--- src/rtl/tdm_demux_1x4_pkg.sv ---
// Shared types and constants for the 1-to-4 TDM demultiplexer.
package tdm_demux_1x4_pkg;

   typedef enum logic {
      FILL = 1'b0,
      HOLD = 1'b1
   } state_e;

   localparam int NUM_LANES = 4;
   localparam int SLOT_W    = 2;

endpackage

--- src/rtl/tdm_demux_1x4_if.sv ---
// Serial input and parallel frame output bundle of the TDM demultiplexer.
// Both sides use valid/ready: a transfer happens on a rising edge where valid
// and ready are both high; valid never waits on ready, and held data is stable.
interface tdm_demux_1x4_if #(parameter int W = 8);

   logic         in_valid;
   logic         in_ready;
   logic [W-1:0] in_data;
   logic         in_sync;
   logic         frame_valid;
   logic         frame_ready;
   logic [W-1:0] lane0;
   logic [W-1:0] lane1;
   logic [W-1:0] lane2;
   logic [W-1:0] lane3;
   logic         sync_err;

   modport slave (
      input  in_valid, in_data, in_sync, frame_ready,
      output in_ready, frame_valid, lane0, lane1, lane2, lane3, sync_err
   );

   modport master (
      output in_valid, in_data, in_sync, frame_ready,
      input  in_ready, frame_valid, lane0, lane1, lane2, lane3, sync_err
   );

endinterface

--- src/rtl/tdm_slot_ctr.sv ---
// Lane slot counter: wraps mod 4, can be cleared or realigned to slot 1.
module tdm_slot_ctr
   import tdm_demux_1x4_pkg::*;
(
   input  logic              clk,
   input  logic              rst,
   input  logic              inc,
   input  logic              load1,
   input  logic              clr,
   output logic [SLOT_W-1:0] slot,
   output logic              term
);

   always_ff @(posedge clk or posedge rst) begin
      if (rst) begin
         slot <= '0;
      end else if (clr) begin
         slot <= '0;
      end else if (load1) begin
         slot <= SLOT_W'(1);
      end else if (inc) begin
         slot <= slot + 1'b1;
      end
   end

   assign term = (slot == SLOT_W'(NUM_LANES - 1));

endmodule

--- src/rtl/tdm_demux_1x4.sv ---
// Time-division 1-to-4 demultiplexer: collects four serial words into a
// fill buffer and publishes them as one registered parallel frame.
module tdm_demux_1x4
   import tdm_demux_1x4_pkg::*;
#(
   parameter int W       = 8,
   parameter bit SYNC_EN = 1'b1
) (
   input  logic           clk,
   input  logic           rst,
   tdm_demux_1x4_if.slave bus,
   output state_e         state_dbg
);

   state_e            state, state_nxt;
   logic              accept, sync_hit;
   logic              ctr_inc, ctr_load1, ctr_clr;
   logic              lane_we, buf_we, err_nxt;
   logic [SLOT_W-1:0] buf_idx;
   logic [SLOT_W-1:0] slot;
   logic              term;
   logic [W-1:0]      fill_buf [NUM_LANES];

   tdm_slot_ctr u_slot_ctr (
      .clk   (clk),
      .rst   (rst),
      .inc   (ctr_inc),
      .load1 (ctr_load1),
      .clr   (ctr_clr),
      .slot  (slot),
      .term  (term)
   );

   // In HOLD the input only moves when the held frame leaves on the same edge.
   assign bus.in_ready    = (state == FILL) ? 1'b1 : bus.frame_ready;
   assign bus.frame_valid = (state == HOLD);
   assign accept          = bus.in_valid && bus.in_ready;
   assign state_dbg       = state;

   always_comb begin
      state_nxt = state;
      ctr_inc   = 1'b0;
      ctr_load1 = 1'b0;
      ctr_clr   = 1'b0;
      lane_we   = 1'b0;
      buf_we    = 1'b0;
      err_nxt   = 1'b0;
      sync_hit  = SYNC_EN && accept && bus.in_sync;
      buf_idx   = sync_hit ? '0 : slot;
      unique case (state)
         FILL: begin
            if (accept) begin
               buf_we = 1'b1;
               if (sync_hit) begin
                  ctr_load1 = 1'b1;
                  err_nxt   = (slot != '0);
               end else if (term) begin
                  lane_we   = 1'b1;
                  ctr_clr   = 1'b1;
                  state_nxt = HOLD;
               end else begin
                  ctr_inc = 1'b1;
               end
            end
         end
         HOLD: begin
            // slot is 0 here, so an accepted word (sync or not) lands in slot 0.
            if (bus.frame_ready) begin
               state_nxt = FILL;
               if (accept) begin
                  buf_we  = 1'b1;
                  ctr_inc = 1'b1;
               end
            end
         end
         default: state_nxt = FILL;
      endcase
   end

   always_ff @(posedge clk or posedge rst) begin
      if (rst) begin
         state        <= FILL;
         bus.sync_err <= 1'b0;
      end else begin
         state        <= state_nxt;
         bus.sync_err <= err_nxt;
      end
   end

   always_ff @(posedge clk or posedge rst) begin
      if (rst) begin
         for (int i = 0; i < NUM_LANES; i++) fill_buf[i] <= '0;
         bus.lane0 <= '0;
         bus.lane1 <= '0;
         bus.lane2 <= '0;
         bus.lane3 <= '0;
      end else begin
         if (buf_we) fill_buf[buf_idx] <= bus.in_data;
         if (lane_we) begin
            bus.lane0 <= fill_buf[0];
            bus.lane1 <= fill_buf[1];
            bus.lane2 <= fill_buf[2];
            bus.lane3 <= bus.in_data;
         end
      end
   end

endmodule
--- src/flat_wrapper.sv ---
// flat-port wrapper written by rule: the top's interface ports become plain ports
module tdm_demux_1x4_flat import tdm_demux_1x4_pkg::*;
#(
   parameter int W       = 8,
   parameter bit SYNC_EN = 1'b1
)
  (clk, rst, state_dbg, bus_in_valid, bus_in_data, bus_in_sync, bus_frame_ready, bus_in_ready, bus_frame_valid, bus_lane0, bus_lane1, bus_lane2, bus_lane3, bus_sync_err);
  tdm_demux_1x4_if #(.W(W)) bus_i ();
  input  logic clk;
  input  logic rst;
  output state_e state_dbg;
  input wire logic [$bits(bus_i.in_valid)-1:0] bus_in_valid;
  input wire logic [$bits(bus_i.in_data)-1:0] bus_in_data;
  input wire logic [$bits(bus_i.in_sync)-1:0] bus_in_sync;
  input wire logic [$bits(bus_i.frame_ready)-1:0] bus_frame_ready;
  output wire logic [$bits(bus_i.in_ready)-1:0] bus_in_ready;
  output wire logic [$bits(bus_i.frame_valid)-1:0] bus_frame_valid;
  output wire logic [$bits(bus_i.lane0)-1:0] bus_lane0;
  output wire logic [$bits(bus_i.lane1)-1:0] bus_lane1;
  output wire logic [$bits(bus_i.lane2)-1:0] bus_lane2;
  output wire logic [$bits(bus_i.lane3)-1:0] bus_lane3;
  output wire logic [$bits(bus_i.sync_err)-1:0] bus_sync_err;
  assign bus_i.in_valid = bus_in_valid;
  assign bus_i.in_data = bus_in_data;
  assign bus_i.in_sync = bus_in_sync;
  assign bus_i.frame_ready = bus_frame_ready;
  assign bus_in_ready = bus_i.in_ready;
  assign bus_frame_valid = bus_i.frame_valid;
  assign bus_lane0 = bus_i.lane0;
  assign bus_lane1 = bus_i.lane1;
  assign bus_lane2 = bus_i.lane2;
  assign bus_lane3 = bus_i.lane3;
  assign bus_sync_err = bus_i.sync_err;
  tdm_demux_1x4 #(.W(W), .SYNC_EN(SYNC_EN)) u_core (.clk(clk), .rst(rst), .bus(bus_i), .state_dbg(state_dbg));
endmodule
--- config.mk ---
export PLATFORM = sky130hd
export DESIGN_NAME = tdm_demux_1x4_flat
export DESIGN_NICKNAME = d
export VERILOG_FILES = /design/src/rtl/tdm_demux_1x4_pkg.sv /design/src/rtl/tdm_demux_1x4_if.sv /design/src/rtl/tdm_slot_ctr.sv /design/src/rtl/tdm_demux_1x4.sv /design/src/flat_wrapper.sv
export SDC_FILE = /design/constraint.sdc
export NUM_CORES = 1
export LEC_CHECK = 0
export CAP_MARGIN = 20
export CORE_ASPECT_RATIO = 0.9
export CORE_MARGIN = 4
export CORE_UTILIZATION = 54
export DETAILED_ROUTE_END_ITERATION = 8
export GPL_ROUTABILITY_DRIVEN = 1
export GPL_TIMING_DRIVEN = 1
export PLACE_DENSITY_LB_ADDON = 0.1
export SETUP_SLACK_MARGIN = 0.15
export SLEW_MARGIN = 0
export SYNTH_ARGS = -nofsm -noshare
export SYNTH_HDL_FRONTEND = slang
export SYNTH_SLANG_ARGS = --single-unit
--- constraint.sdc ---
create_clock -name clk -period 5.7 [get_ports clk]
set_clock_uncertainty 0.15 [all_clocks]
set_input_delay 1.14 -clock clk [delete_from_list [all_inputs] [get_ports clk]]
set_output_delay 1.14 -clock clk [all_outputs]
set_load 0.02 [all_outputs]
======== Yosys cells after proc, flatten, opt, wreduce, memory -nomap -nowiden ========
Cells that the tools add are included.
operators by class
  order comparisons ....................... 2
  mux-type cells .......................... 27
  bitwise gates (word level) .............. 2
  add/subtract/negate cells ............... 1
  reductions and logical operators ........ 5
  equal/unequal tests ..................... 1
operator list
  kind                   count
  $bwmux W32             1
  $mux W1                17
  $demux W8 S2           1
  $mux W2                4
  $mux W8                1
  $pmux W1 S2            3
  $ge A3 B3 Y1 const B   1
  $logic_and A1 B1 Y1    3
  $lt A3 B1 Y1 const B   1
  $not A2 Y3             1
  $reduce_bool A3 Y1     1
  $add A2 B1 Y2 const B  1
  $eq A2 B2 Y1 const B   1
  $reduce_bool A2 Y1     1
  $not A1 Y1             1
word-level totals
  input bits .............................. 13
  output and inout port bits .............. 36
  word-level logic and storage cells ...... 49
  register bits after elaboration ......... 68

======== Logic depth before layout (Yosys ltp) ========
  depth in word-level cells ............... 10
  mapped depth ............................ 6
  gate-level depth less buffers ........... 4

======== Modules after synthesis ========
From an unflattened synthesis, not the netlist that was laid out.
unflattened totals
  cell total of the unflattened synthesis .. 143
  area total of the unflattened synthesis .. 2349.8 µm²
modules (own cells, without submodules)
  module         times used  area an instance (µm²)  seq. area each (µm²)  cells an instance
  tdm_demux_1x4  1           2250.9                  1451.4                134
  tdm_slot_ctr   1           98.8                    50.0                  9

======== Worst setup path after synthesis ========
OpenSTA, ideal clock, no wires.
  kind .................................... input to output
  start ................................... input bus_frame_ready
  end ..................................... output bus_in_ready
  stages .................................. 2
  required time ........................... 4.410 ns
  setup slack ............................. 2.972 ns
  buffers on the path ..................... 1
  data arrival time ....................... 1.438 ns
  cells stage by stage .................... nand2b_1 > buf_2
between the ends
  cells in the longest elaborated chain, start to end .. 1
RTL lines
  element      line                 RTL
  from (decl)  flat_wrapper.sv:15   input wire logic [$bits(bus_i.frame_ready)-1:0] bus_frame_ready;
  $mux W1      tdm_demux_1x4.sv:35  assign bus.in_ready = (state == FILL) ? 1'b1 : bus.frame_ready;
  to (decl)    flat_wrapper.sv:16   output wire logic [$bits(bus_i.in_ready)-1:0] bus_in_ready;
Every way passes these cells.

======== Worst setup path after layout ========
Ends and elaborated chain as after synthesis.

==> results.md <==
Outcome:
- The flow ran to the end, and the final reports show no timing, DRC or antenna violations.

Floorplanning:
- The floorplan die area is 0.00547 mm^2.
- Row generation in the floorplan step produced 22 rows.
- The die span in x is 77.5 um.
- The starting density of the core is 0.569.
- The total area inside the core boundary comes to 0.00413 mm^2.
- The I/O pin count is 49.
- The height of the chip is 70.6 um.

Power:
- Of the total power, registers draw 0.430.
- The share of total power dissipated in the clock network is 0.189.
- The overall power is 1.69 mW.
- The worst-case IR drop observed on VDD is 341 uV.
- The total power divided by cell area is 558 mW/mm^2.
- For this design the static power due to leakage is 1.47 nW.
- The combinational power share is 0.381.
- The fraction of power spent switching nets is 0.342.
- The internal power component is 1.11 mW.
- The analysis attributes to net switching a power of 0.578 mW.

Clock tree:
- Hold repair after CTS inserted 0 buffers.
- The count of instances resized after the clock tree is built is 0.
- The clock input transition at the sequential cells of the worst setup and hold paths is 0.06 ns.
- The number of CTS-inserted buffers is 9.
- The H-tree was split into 3 levels.
- After clock tree synthesis, the setup repair step added 0 buffers.
- The clock latency reported for the late side of the worst-skew pair is 0.33 ns.
- Counting every sink on the clock net gives 60.
- TritonCTS built the clock tree.
- The library cell used as clock root buffer is clkbuf_8.
- The longest clock path from root to sink contains 2 buffers.

Setup path:
- The largest single stage delay on the critical path is 0.66 ns.
- The signal arrival time at the worst endpoint is 2.49 ns.
- The endpoint of the most critical setup path is bus_in_ready.
- The capture instance of the worst register-to-register path is u_core.u_slot_ctr.slot[0].
- The worst setup path is of the input port to output pin kind.
- The signal on the critical path passes through clkdlybuf4s50_1 -> nand2b_1 -> clkdlybuf4s50_1.
- The worst register-to-register path begins at u_core.u_slot_ctr.slot[0].
- The critical path contains buffers and inverters numbering 2 combined.
- The number of cells on the worst reg-to-reg path is 4.
- The slowest cell on the critical path is clkdlybuf4s50_1.
- The reg-to-reg setup timing slack is 3.72 ns.
- STA classifies the critical path endpoint as an output pin.
- Data on the critical path is required at its endpoint by 4.41 ns.
- The critical path launch point type is an input port.
- The most numerous cell type found on the critical path is clkdlybuf4s50_1.
- The logic depth of the worst path, buffers included is 3.
- On the critical path the largest part of the delay comes from buffers and inverters.
- In this run the worst path has a maximum fanout of 6.
- The critical path starts at bus_frame_ready.

Global route:
- The total track usage is 0.184.
- The number of antenna violations at the first check in global routing came to 0.
- The first-pass GRT wire length is 7690 um.
- Entering global routing, the biggest net connects 61 pins.
- The overflow left after global routing is 0.
- The via count of the first global-routing pass is 1648.

Route:
- The post-route DRC violation count is 0.
- The routed wire length is 4410 um.
- The number of antenna-violating nets in the routed design is 0.
- The vias per cell is 5.10.
- The number of design-rule violations left by the first detailed-router iteration is 96.
- The number of optimization iterations in the first detailed-route pass is 4.
- The routed length per placed instance is 14.0 um.
- The number of vias in the routed layout is 1607.

Placed design:
- The count of input and output buffers is 48.
- The HPWL after detailed placement is 2820 um.
- The placer's final routability congestion estimate is 0.751.

Yosys:
- The post-synth net total is 226.
- Sorting the synthesized cells by area gives the leading types as dfrtp_1 64%, nand2_1 16%, mux2_2 12%.
- The register bit count reported by yosys is 60.
- The average cell area after synthesis is 11.1 um^2.
- The top-area cell type share of the netlist area is 0.639.
- The synthesized cell area is 0.00235 mm^2.
- The warning count from the yosys run is 0.
- The share of the yosys chip area belonging to registers is 0.639.
- Counting distinct cell types in the post-synthesis netlist gives 19.
- The cell count after synthesis is 211.
- The synthesized design spends more area on one cell type than any other, namely dfrtp_1.

STA:
- The final-layout setup total negative slack is 0 ns.
- The smallest hold slack is 0.313 ns.
- The clock period could shrink to 3.78 ns.
- The final count of pins violating max slew was 0.
- Setup repair after global routing left no endpoint under its margin.
- The maximum operating frequency is 264 MHz.
- In the finished design, the share of the clock period the worst path needs comes to 0.663.
- Measured against its own limit, the worst slew margin works out to 0.518.
- The final hold violation count is 0.
- The final count of negative-setup-slack endpoints is 0.
- For the pin with the worst max-slew slack, the measured transition is 0.724 ns.

Final layout:
- The synthesis-to-finish area growth is 28.8%.
- Leaving out fill and tap cells, the most frequent cell in the layout is nand2_1.
- The number of nets in the final layout is 277.
- Leaving out fill and tap cells, the most frequent cells in the layout are 98 x nand2_1, 60 x dfrtp_1, 48 x clkdlybuf4s50_1, 25 x mux2_2, 10 x clkbuf_8.
- The number of antenna diodes is 0.
- The fraction of layout cells with a size suffix above 1 is 0.180.

Run:
- The tool flagged a number of max-cap violations equal to 0.

Worst hold path:
- The kind of path behind the tightest hold check is flop to flop.
[stage by stage]
stage / cells / instance area, um^2 / utilization / worst slack [ns]
floorplan: 211 / 2350 / - / 2.93
global placement: 299 / 2860 / 0.692 / 1.92
detailed placement: 299 / 2860 / 0.692 / 1.92
CTS: 315 / 3030 / 0.733 / 1.91
global route: 315 / 3030 / 0.733 / 1.86
finish: 315 / 3030 / 0.733 / 1.92
[final cells by class]
class | instances | area [um^2]
Clock buffer | 11 | 141
Clock inverter | 5 | 27.5
Fill cell | 295 | 1100
Inverter | 3 | 11.3
Multi-Input combinational cell | 138 | 788
Sequential cell | 60 | 1500
Tap cell | 48 | 60.1
Timing Repair Buffer | 50 | 495
[per-layer routing]
layer / up-vias / routed length, um / GRT usage
met2: 44 / 2020 / 0.282
met3: 6 / 302 / 0.101
met1: 782 / 2040 / 0.230
met5: - / 0 / 0
li1: 775 / - / -
met4: 0 / 38 / 0.0474
[kinds of logic after synthesis]
logic type / synth area share
AOI/OAI and AO/OA: 0.00745
adders and majority gates: 0.0106
buffers and inverters: 0.0256
DFF: 0.639
muxes: 0.124
and+or+nand+nor: 0.193
[worst min-delay path by stage]
stage	cells after the start	slack [ns]	end	from
final	2	0.31	u_core.bus.lane0[6]	u_core.fill_buf[30]
after global routing	2	0.34	u_core.bus.lane3[7]	u_core.bus.lane3[7]
after CTS	2	0.31	u_core.bus.lane1[5]	u_core.fill_buf[21]
after detailed placement	2	0.30	u_core.bus.lane1[5]	u_core.fill_buf[21]
after global placement	2	0.29	u_core.bus.lane0[6]	u_core.fill_buf[30]
after floorplan	2	0.28	u_core.bus.lane0[0]	u_core.fill_buf[24]
[worst reg2reg max path, cell delays in order, from the launching register on]
cell and delay (ns):
dfrtp_1 0.44, ha_1 0.20, and4bb_2 0.70, a21oi_1 0.09, mux2_2 0.28
[cell usage after synthesis]
master / number
dfrtp_1: 60
nand4bb_1: 1
ha_1: 2
nand4_2: 2
and4bb_2: 1
buf_2: 6
a21oi_1: 1
nor2_1: 1
inv_1: 3
nor3b_1: 1
nand3_1: 1
o211ai_2: 1
clkbuf_1: 3
mux2_2: 25
and2b_2: 1
nand2_1: 98
nand2b_1: 2
mux2i_1: 1
buf_4: 1
[state kept, by name, indices dropped and copies added (netlist names)]
register                cells
u_core.u_slot_ctr.slot      2
u_core.bus.lane2            8
u_core.fill_buf            24
u_core.bus.lane0            8
u_core.bus.frame_valid      1
u_core.bus.lane3            8
u_core.bus.sync_err         1
u_core.bus.lane1            8
[power groups by stage]
stage | Combinational (mW) | Sequential (mW) | Clock (mW)
after floorplan | 0.230 | 0.855 | 0
after global placement | 0.635 | 0.727 | 0
after detailed placement | 0.649 | 0.733 | 0
after CTS | 0.653 | 0.728 | 0.330
after global routing | 0.699 | 0.754 | 0.354
final | 0.643 | 0.727 | 0.319
Power figures use the tool's default switching activity.
